--- config.mk ---
export PLATFORM = sky130hd
export DESIGN_NAME = lc3b_mem_if
export DESIGN_NICKNAME = d
export VERILOG_FILES = /design/src/rtl/lc3b_pkg.sv /design/src/rtl/lc3b_byte_lane.sv /design/src/rtl/lc3b_mem_if.sv
export SDC_FILE = /design/constraint.sdc
export NUM_CORES = 1
export LEC_CHECK = 0
export ABC_AREA = 1
export BUFFER_PORTS_ARGS = -buffer_cell sky130_fd_sc_hd__buf_4
export CORE_ASPECT_RATIO = 0.9
export CORE_UTILIZATION = 25
export CTS_CLUSTER_DIAMETER = 60
export DETAILED_ROUTE_END_ITERATION = 7
export PLACE_DENSITY_LB_ADDON = 0.12
export SETUP_SLACK_MARGIN = 0.3
export SLEW_MARGIN = 10
export SYNTH_ARGS = -nofsm -noshare
export SYNTH_HDL_FRONTEND = slang
export SYNTH_HIERARCHICAL = 1
export SYNTH_SLANG_ARGS = --single-unit
export TNS_END_PERCENT = 50
--- constraint.sdc ---
create_clock -name clk -period 2.7 [get_ports clk]
set_clock_uncertainty 0.15 [all_clocks]
set_input_delay 0.135 -clock clk [delete_from_list [all_inputs] [get_ports clk]]
set_output_delay 0.135 -clock clk [all_outputs]
set_load 0.05 [all_outputs]
--- src/rtl/lc3b_pkg.sv ---
// Shared types and constants for the LC-3b memory interface stage.
package lc3b_pkg;

   // Memory-interface FSM encodings
   typedef enum logic [1:0] {
      IDLE   = 2'd0,
      ACCESS = 2'd1,
      DONE   = 2'd2
   } mem_state_t;

   // Response error codes
   typedef enum logic [1:0] {
      ERR_OK        = 2'b00,
      ERR_UNALIGNED = 2'b01,
      ERR_TIMEOUT   = 2'b10
   } mem_err_t;

   // Byte-lane enables: bit0 = [7:0], bit1 = [15:8]
   localparam logic [1:0] MASK_NONE = 2'b00;
   localparam logic [1:0] MASK_LO   = 2'b01;
   localparam logic [1:0] MASK_HI   = 2'b10;
   localparam logic [1:0] MASK_WORD = 2'b11;

   // Sign-extend a byte to a 16-bit word (LDB semantics)
   function automatic logic [15:0] sext8(input logic [7:0] b);
      return {{8{b[7]}}, b};
   endfunction

endpackage

--- src/rtl/lc3b_byte_lane.sv ---
// Byte-lane steering for LC-3b loads and stores: byte select + sign extend
// on the read side, byte replicate + lane mask on the write side. Purely
// combinational so it can also sit on the bus-side LDB path.
module lc3b_byte_lane
   import lc3b_pkg::*;
(
   input  logic        wr_we_i,
   input  logic        wr_byte_i,
   input  logic        wr_addr0_i,
   input  logic [15:0] wr_data_i,
   output logic [15:0] wr_data_o,
   output logic [1:0]  wr_mask_o,
   input  logic        rd_byte_i,
   input  logic        rd_addr0_i,
   input  logic [15:0] rd_data_i,
   output logic [15:0] rd_data_o
);

   // Write side: STB replicates the low byte into both lanes, mask picks one
   always_comb begin
      wr_data_o = wr_data_i;
      wr_mask_o = MASK_NONE;
      if (wr_byte_i) begin
         wr_data_o = {wr_data_i[7:0], wr_data_i[7:0]};
      end
      if (wr_we_i) begin
         if (!wr_byte_i) begin
            wr_mask_o = MASK_WORD;
         end else if (wr_addr0_i) begin
            wr_mask_o = MASK_HI;
         end else begin
            wr_mask_o = MASK_LO;
         end
      end
   end

   // Read side: LDB selects the addressed byte and sign-extends it
   always_comb begin
      rd_data_o = rd_data_i;
      if (rd_byte_i) begin
         rd_data_o = rd_addr0_i ? sext8(rd_data_i[15:8]) : sext8(rd_data_i[7:0]);
      end
   end

endmodule

--- src/rtl/lc3b_mem_if.sv ---
// LC-3b memory interface stage: runs one load/store against a ready-
// handshaked memory and returns an MDR value plus an error code.
//
// Handshake: a request is accepted on any rising edge where
// req_valid & req_ready; req_ready is high only in IDLE, so the requester
// may hold req_valid high and simply wait. rsp_valid is a one-cycle pulse
// (no back-pressure). On the memory side mem_en is held for every ACCESS
// cycle and the access completes on the edge where mem_r is sampled high.
module lc3b_mem_if
   import lc3b_pkg::*;
#(
   parameter int unsigned TIMEOUT = 255
)
(
   input  logic        clk,
   input  logic        rst_n,
   input  logic        req_valid,
   output logic        req_ready,
   input  logic        req_we,
   input  logic        req_byte,
   input  logic [15:0] req_addr,
   input  logic [15:0] req_wdata,
   output logic        mem_en,
   output logic        mem_we,
   output logic [15:0] mem_addr,
   output logic [15:0] mem_wdata,
   output logic [1:0]  mem_wmask,
   input  logic [15:0] mem_rdata,
   input  logic        mem_r,
   output logic        rsp_valid,
   output logic [15:0] rsp_rdata,
   output logic [1:0]  rsp_err,
   output mem_state_t  dbg_state
);

   localparam logic [7:0] TIMEOUT_C = 8'(TIMEOUT);

   mem_state_t  state_q, state_d;
   logic [7:0]  cnt_q, cnt_d;
   logic [15:0] mar_q, mar_d;
   logic [15:0] mdr_q, mdr_d;
   logic [1:0]  mask_q, mask_d;
   logic        we_q, we_d;
   logic        byte_q, byte_d;
   logic [15:0] rdata_q, rdata_d;
   mem_err_t    err_q, err_d;

   logic [15:0] lane_wdata;
   logic [1:0]  lane_wmask;
   logic [15:0] lane_rdata;
   logic        in_access;

   // Write steering uses the live request (captured on acceptance); read
   // steering uses the registered address/size of the access in flight.
   lc3b_byte_lane u_lane (
      .wr_we_i    (req_we),
      .wr_byte_i  (req_byte),
      .wr_addr0_i (req_addr[0]),
      .wr_data_i  (req_wdata),
      .wr_data_o  (lane_wdata),
      .wr_mask_o  (lane_wmask),
      .rd_byte_i  (byte_q),
      .rd_addr0_i (mar_q[0]),
      .rd_data_i  (mem_rdata),
      .rd_data_o  (lane_rdata)
   );

   // State register
   always_ff @(posedge clk) begin
      if (!rst_n) begin
         state_q <= IDLE;
      end else begin
         state_q <= state_d;
      end
   end

   // Next-state and datapath-register next values
   always_comb begin
      state_d = state_q;
      cnt_d   = cnt_q;
      mar_d   = mar_q;
      mdr_d   = mdr_q;
      mask_d  = mask_q;
      we_d    = we_q;
      byte_d  = byte_q;
      rdata_d = rdata_q;
      err_d   = err_q;
      unique case (state_q)
         IDLE: begin
            if (req_valid) begin
               mar_d   = req_addr;
               mdr_d   = lane_wdata;
               mask_d  = lane_wmask;
               we_d    = req_we;
               byte_d  = req_byte;
               rdata_d = '0;
               cnt_d   = '0;
               if (!req_byte && req_addr[0]) begin
                  // Unaligned word: answer immediately, memory never sees it
                  mask_d  = MASK_NONE;
                  err_d   = ERR_UNALIGNED;
                  state_d = DONE;
               end else begin
                  err_d   = ERR_OK;
                  state_d = ACCESS;
               end
            end
         end
         ACCESS: begin
            // A ready on the limit cycle still counts as success
            if (mem_r) begin
               err_d   = ERR_OK;
               state_d = DONE;
               if (!we_q) begin
                  rdata_d = lane_rdata;
               end
            end else if (cnt_q == TIMEOUT_C) begin
               err_d   = ERR_TIMEOUT;
               rdata_d = '0;
               state_d = DONE;
            end else begin
               cnt_d = cnt_q + 8'd1;
            end
         end
         DONE: begin
            state_d = IDLE;
         end
         default: begin
            state_d = IDLE;
         end
      endcase
   end

   // Datapath registers (MAR, MDR, lane mask, access attributes, response)
   always_ff @(posedge clk) begin
      if (!rst_n) begin
         cnt_q   <= '0;
         mar_q   <= '0;
         mdr_q   <= '0;
         mask_q  <= MASK_NONE;
         we_q    <= 1'b0;
         byte_q  <= 1'b0;
         rdata_q <= '0;
         err_q   <= ERR_OK;
      end else begin
         cnt_q   <= cnt_d;
         mar_q   <= mar_d;
         mdr_q   <= mdr_d;
         mask_q  <= mask_d;
         we_q    <= we_d;
         byte_q  <= byte_d;
         rdata_q <= rdata_d;
         err_q   <= err_d;
      end
   end

   // Outputs: registers or decodes of state only
   assign in_access = (state_q == ACCESS);
   assign req_ready = (state_q == IDLE);
   assign mem_en    = in_access;
   assign mem_we    = in_access & we_q;
   assign mem_addr  = mar_q;
   assign mem_wdata = mdr_q;
   assign mem_wmask = mask_q;
   assign rsp_valid = (state_q == DONE);
   assign rsp_rdata = rdata_q;
   assign rsp_err   = err_q;
   assign dbg_state = state_q;

endmodule

### Word level (Yosys, flattened, before mapping)

Index checks and enable logic that the tools add are counted.

* register bits: 64
* output and inout bits: 58
* logic and storage cells: 53

* $add $sub $neg: 1
* equal/unequal tests: 8
* muxes and demuxes: 25
* bitwise operators: 1
* reduce and logical (&&, ||, !) cells: 9

Operators with widths (number)
* 16-bit two-way mux: 7
* 16-bit case mux with 2 select lines: 1
* 8-bit two-way mux: 3
* 2-bit two-way mux: 10
* 8-bit case mux with 2 select lines: 1
* 8-bit by 1-bit adder with 8-bit output (second input constant): 1
* 8-bit == test (second input constant): 1
* 2-bit case mux with 2 select lines: 2
* 4-bit AND reduction: 2
* 2-bit inequality test (second input constant): 3
* 2-bit AND reduction: 2
* 3-bit by 2-bit inequality test with 1-bit output (second input constant): 1
* 3-bit inequality test (second input constant): 1
* 3-bit AND reduction: 1
* 2-bit by 1-bit == test with 1-bit output (second input constant): 1
* 2-bit == test (second input constant): 1
* 2-bit zero test: 1
* 2-bit nonzero test: 1
* 1-bit AND: 1
* 1-bit logical AND: 1
* 1-bit zero test: 1
* 1-bit two-way mux: 1

### Longest topological paths before layout

* depth after elaboration: 5
* gate-level depth with buffers: 10

### Cells and area by module

Netlist, hierarchy kept.

By module, submodules not included
* lc3b_mem_if: instances 1, cells each 406, area each 2796.4 µm², sequential area each 1281.2 µm²
* lc3b_byte_lane: instances 1, cells each 87, area each 416.6 µm², sequential area each 0.0 µm²

### Worst setup path before layout

No wires, ideal clock.

* path kind: register to register
* start point: reg state_q[0], in the netlist dbg_state[0]
* end point: reg mar_q[15], in the netlist mem_addr[15]
* library setup time: 0.064 ns
* data arrival time: 2.163 ns
* data required time: 2.486 ns
* path slack: 0.323 ns
* cell stages (with the launch flop): 8
* clock period less this slack: 2.377 ns
* cell sequence: dfxtp_1 > nor2_1 > nand2_1 > buf_2 > inv_2 > buf_2 > nor2_1 > nor2_1

* word-level cells in the longest chain between the ends: 2

RTL lines
* start: declaration: RTL line lc3b_mem_if.sv:38 `mem_state_t state_q, state_d;`
* start signal: assignment: RTL line lc3b_mem_if.sv:73 `state_q <= state_d;`
* 2-bit zero test
* net req_ready: RTL line lc3b_mem_if.sv:18 `output logic req_ready,`
* 2-bit AND reduction (no source line)
* end signal: assignment: RTL line lc3b_mem_if.sv:147 `mar_q <= mar_d;`
* end: declaration: RTL line lc3b_mem_if.sv:40 `logic [15:0] mar_q, mar_d;`

The timed path passes the listed nets, and every way through them passes these cells.
A chain may end at the register's enable or synchronous reset.

### Final worst setup path

* start point: reg state_q[0], in the netlist dbg_state[0]
* end point: reg rdata_q[9], in the netlist rsp_rdata[9]

* word-level cells in the longest chain between the ends: 3
* elaborated cells between the ends (all ways): 8
* classes of those cells: 4 x eq/ne; 1 x mux; 3 x reduce/logical

RTL lines
* 2-bit by 1-bit == test with 1-bit output / 2-bit zero test (equally long branches): RTL line lc3b_mem_if.sv:88 `unique case (state_q)`
* 3-bit inequality test (no source line), or another cell as far along
* 4-bit AND reduction (no source line)
* end signal: assignment: RTL line lc3b_mem_if.sv:152 `rdata_q <= rdata_d;`
* end: declaration: RTL line lc3b_mem_if.sv:45 `logic [15:0] rdata_q, rdata_d;`

Parallel ways exist; a longest one is shown, timed or not.

==> flow_summary.ini <==
[outcome]
status = finished, final reports clean

[routing]
num_vias = 3241
wl_per_cell_um = 11.9
ant_nets = 0
drcViolationCount = 0
drt_iter0_drc = 143
dr.pass1.iters = 5
drt-total-wl_mm = 9.21
via_per_inst = 4.20

[floorplan]
ios = 112
die_h_um = 110
core_um2 = 12300
die_area_um2 = 13300
row_count = 38
initial_core_util_pct = 26.2
die_width_um = 122

[global_routing]
grt_pass1_wl_mm = 15.1
antenna_found_initial = 0
grt_max_degree = 59
grt_pass1_vias = 3105
overflow = 0
grt_util_all_layers_pct = 14.6

[worst_setup_path]
crit_top_cell = nand2_2
startpoint = dbg_state[0]
crit_type = flip-flop to flip-flop
crit_path_end_kind = flip-flop
r2r_slack_ns = 0.70
cp.required_ns = 2.77
crit_arrival_ns = 2.07
worst_path_dominant_cell_family = simple AND/OR/NAND/NOR gates
cp_slowest_cell = dfxtp_1
critPathBufInv = 1
r2r_start = dbg_state[0]
critical_path.cell_chain = nand2_2 -> nor2_4 -> nand2_2 -> nand3_4 -> nand2_1 -> inv_2 -> nor2_1
startpoint_type = flip-flop
cpPeakStageDelay_ns = 0.40
crit_fanout = 17

[place]
dp_hpwl_mm = 6.48
placedInstanceArea_um2 = 4050
place_ws_ns = 0.696
place.gp.congestion = 0.780
io_buffers = 111

[clock_tree]
htree_levels = 3
clk_pin_slew_ns = 0.05
root_buffer = clkbuf_16
cts_buffer_depth = 2
clock_latency_ns = 0.32
cts_tree = done
numCtsBuffers = 9
clock_sinks = 64
postCtsSetupRepairBufs = 0

[synth]
synth.area.top_cells = dfxtp_1 (40%), nand2_1 (14%), nor2_1 (12%)
yosysTopAreaCellShare_pct = 39.9
synth.distinct_cells = 25
syn-num-nets = 548
syn_avg_cell_area_um2 = 6.52
yosys_warnings = 6
ys_seq_area_share_pct = 39.9
yosys.area.top_type = dfxtp_1
synth_area_um2 = 3210
syn_inst = 493
ys_ff_latch = 64

[finish]
nets = 664
drive_gt1_share_pct = 23.0
layout_commonest_cell = nand2_1
layout_common_cells = nand2_1 (118), buf_4 (112), nor2_1 (105)
postLayoutCoreUtil_pct = 37.1
design_area_um2 = 4550
antennaDiodeCount = 0
syn_to_final_growth_pct = 41.6

[worst_hold_path]
hold_start = mem_r
hold_class = input port to flip-flop

[timing]
worst_slew_pin_slew_ns = 0.613
fin_crit_ns = 2.00
slew_viol_final = 0
rsz0062_at_grt = no
worst_slack_ns = 0.697
finalSetupViolCount = 0
slew_headroom_pct = 59.1
fin_crit_sh_pct = 74.2
hold_viol = 0
max_freq_mhz = 499
setup_tns_ns = 0

[power_and_ir_drop]
ir_drop_mv = 0.346
p_leak_nw = 2.26
power.density_nw_per_um2 = 647
p_total_w = 0.00294

[run]
drv_cap = 0
==> area by class of cell <==
type                       count  area (um^2)
sequential                    64         1280
clock inverter                 1         5.00
clock buffer                  13          250
tap                          160          200
multi-input combinational    331         1480
fill                        1366         7720
inverter                      66          248
timing repair buffer         137         1090
==> metal layers <==
| layer | part of all wire, % | global-route usage (%) |
|---|---|---|
| met1 | 49 | 19.6 |
| met2 | 42 | 21.9 |
| met3 | 7.8 | 5.13 |
| met4 | 1.3 | 4.23 |
| met5 | 0 | 0 |
==> registers in the layout, indices dropped and copies added (netlist names) <==
register and cells:
mem_wdata 16, byte_q 1, rsp_err 2, mem_wmask 2, cnt_q 8, dbg_state 2, mem_addr 16, rsp_rdata 16
we_q 1
==> what timing repair did <==
item	4_1_cts	5_1_grt
hold buffers	25	0
endpoints found under the hold margin	25	0
resized for setup	0	0
endpoints found under the setup margin	0	0
==> cells in the mapped netlist <==
| cell type | count |
|---|---|
| nand2_1 | 118 |
| nor2_1 | 105 |
| dfxtp_1 | 64 |
| inv_1 | 55 |
| o21ai_0 | 44 |
| nand3_1 | 17 |
| nand4_1 | 16 |
| a21oi_1 | 11 |
| buf_4 | 9 |
| clkbuf_1 | 9 |
| buf_2 | 7 |
| buf_6 | 6 |
| clkinv_1 | 6 |
| nand2_2 | 6 |
| inv_2 | 5 |
| nor3_1 | 3 |
| a22oi_1 | 2 |
| nand3_4 | 2 |
| nor2_4 | 2 |
| clkbuf_2 | 1 |
| ha_1 | 1 |
| nand3_2 | 1 |
| nor2_2 | 1 |
| o21ai_4 | 1 |
| o21bai_1 | 1 |
==> worst reg2reg max path, stage by stage (launching register included) <==
cell	delay, ns
dfxtp_1	0.40
nand2_2	0.25
nor2_4	0.35
nand2_2	0.29
nand3_4	0.28
nand2_1	0.10
inv_2	0.05
nor2_1	0.03
==> kinds of logic (layout without fill, tap and decap cells) <==
kind of cell               count (synthesis)  count (layout)  synth area share, %
and+or+nand+nor                          271             271                 35.7
DFF                                       64              64                 39.9
buffers and inverters                     98             217                 14.2
AOI/OAI and AO/OA                         59              59                 9.77
adders and majority gates                  1               1                0.389
==> where the power goes <==
group          leakage [nW]  switching (W)  internal [W]
clock                 0.126       0.000401      0.000635
combinational          1.61       0.000553      0.000276
sequential            0.528      0.0000538       0.00103
==> path summary, 6_finish.rpt <==
| check | to | cells past startpoint |
|---|---|---|
| max | rsp_rdata[9] | 7 |
| max reg2reg | rsp_rdata[9] | 7 |
| min reg2reg | cnt_q[6] | 2 |
| min | rsp_err[1] | 4 |
==> metrics by stage <==
stage,instances,hold WS (ns)
2_1_floorplan,493,0.134
3_3_place_gp,733,0.240
3_5_place_dp,733,0.244
4_1_cts,772,0.00991
5_1_grt,772,0.0429
6_report,772,0.0297
Power figures use the tool's default switching activity.
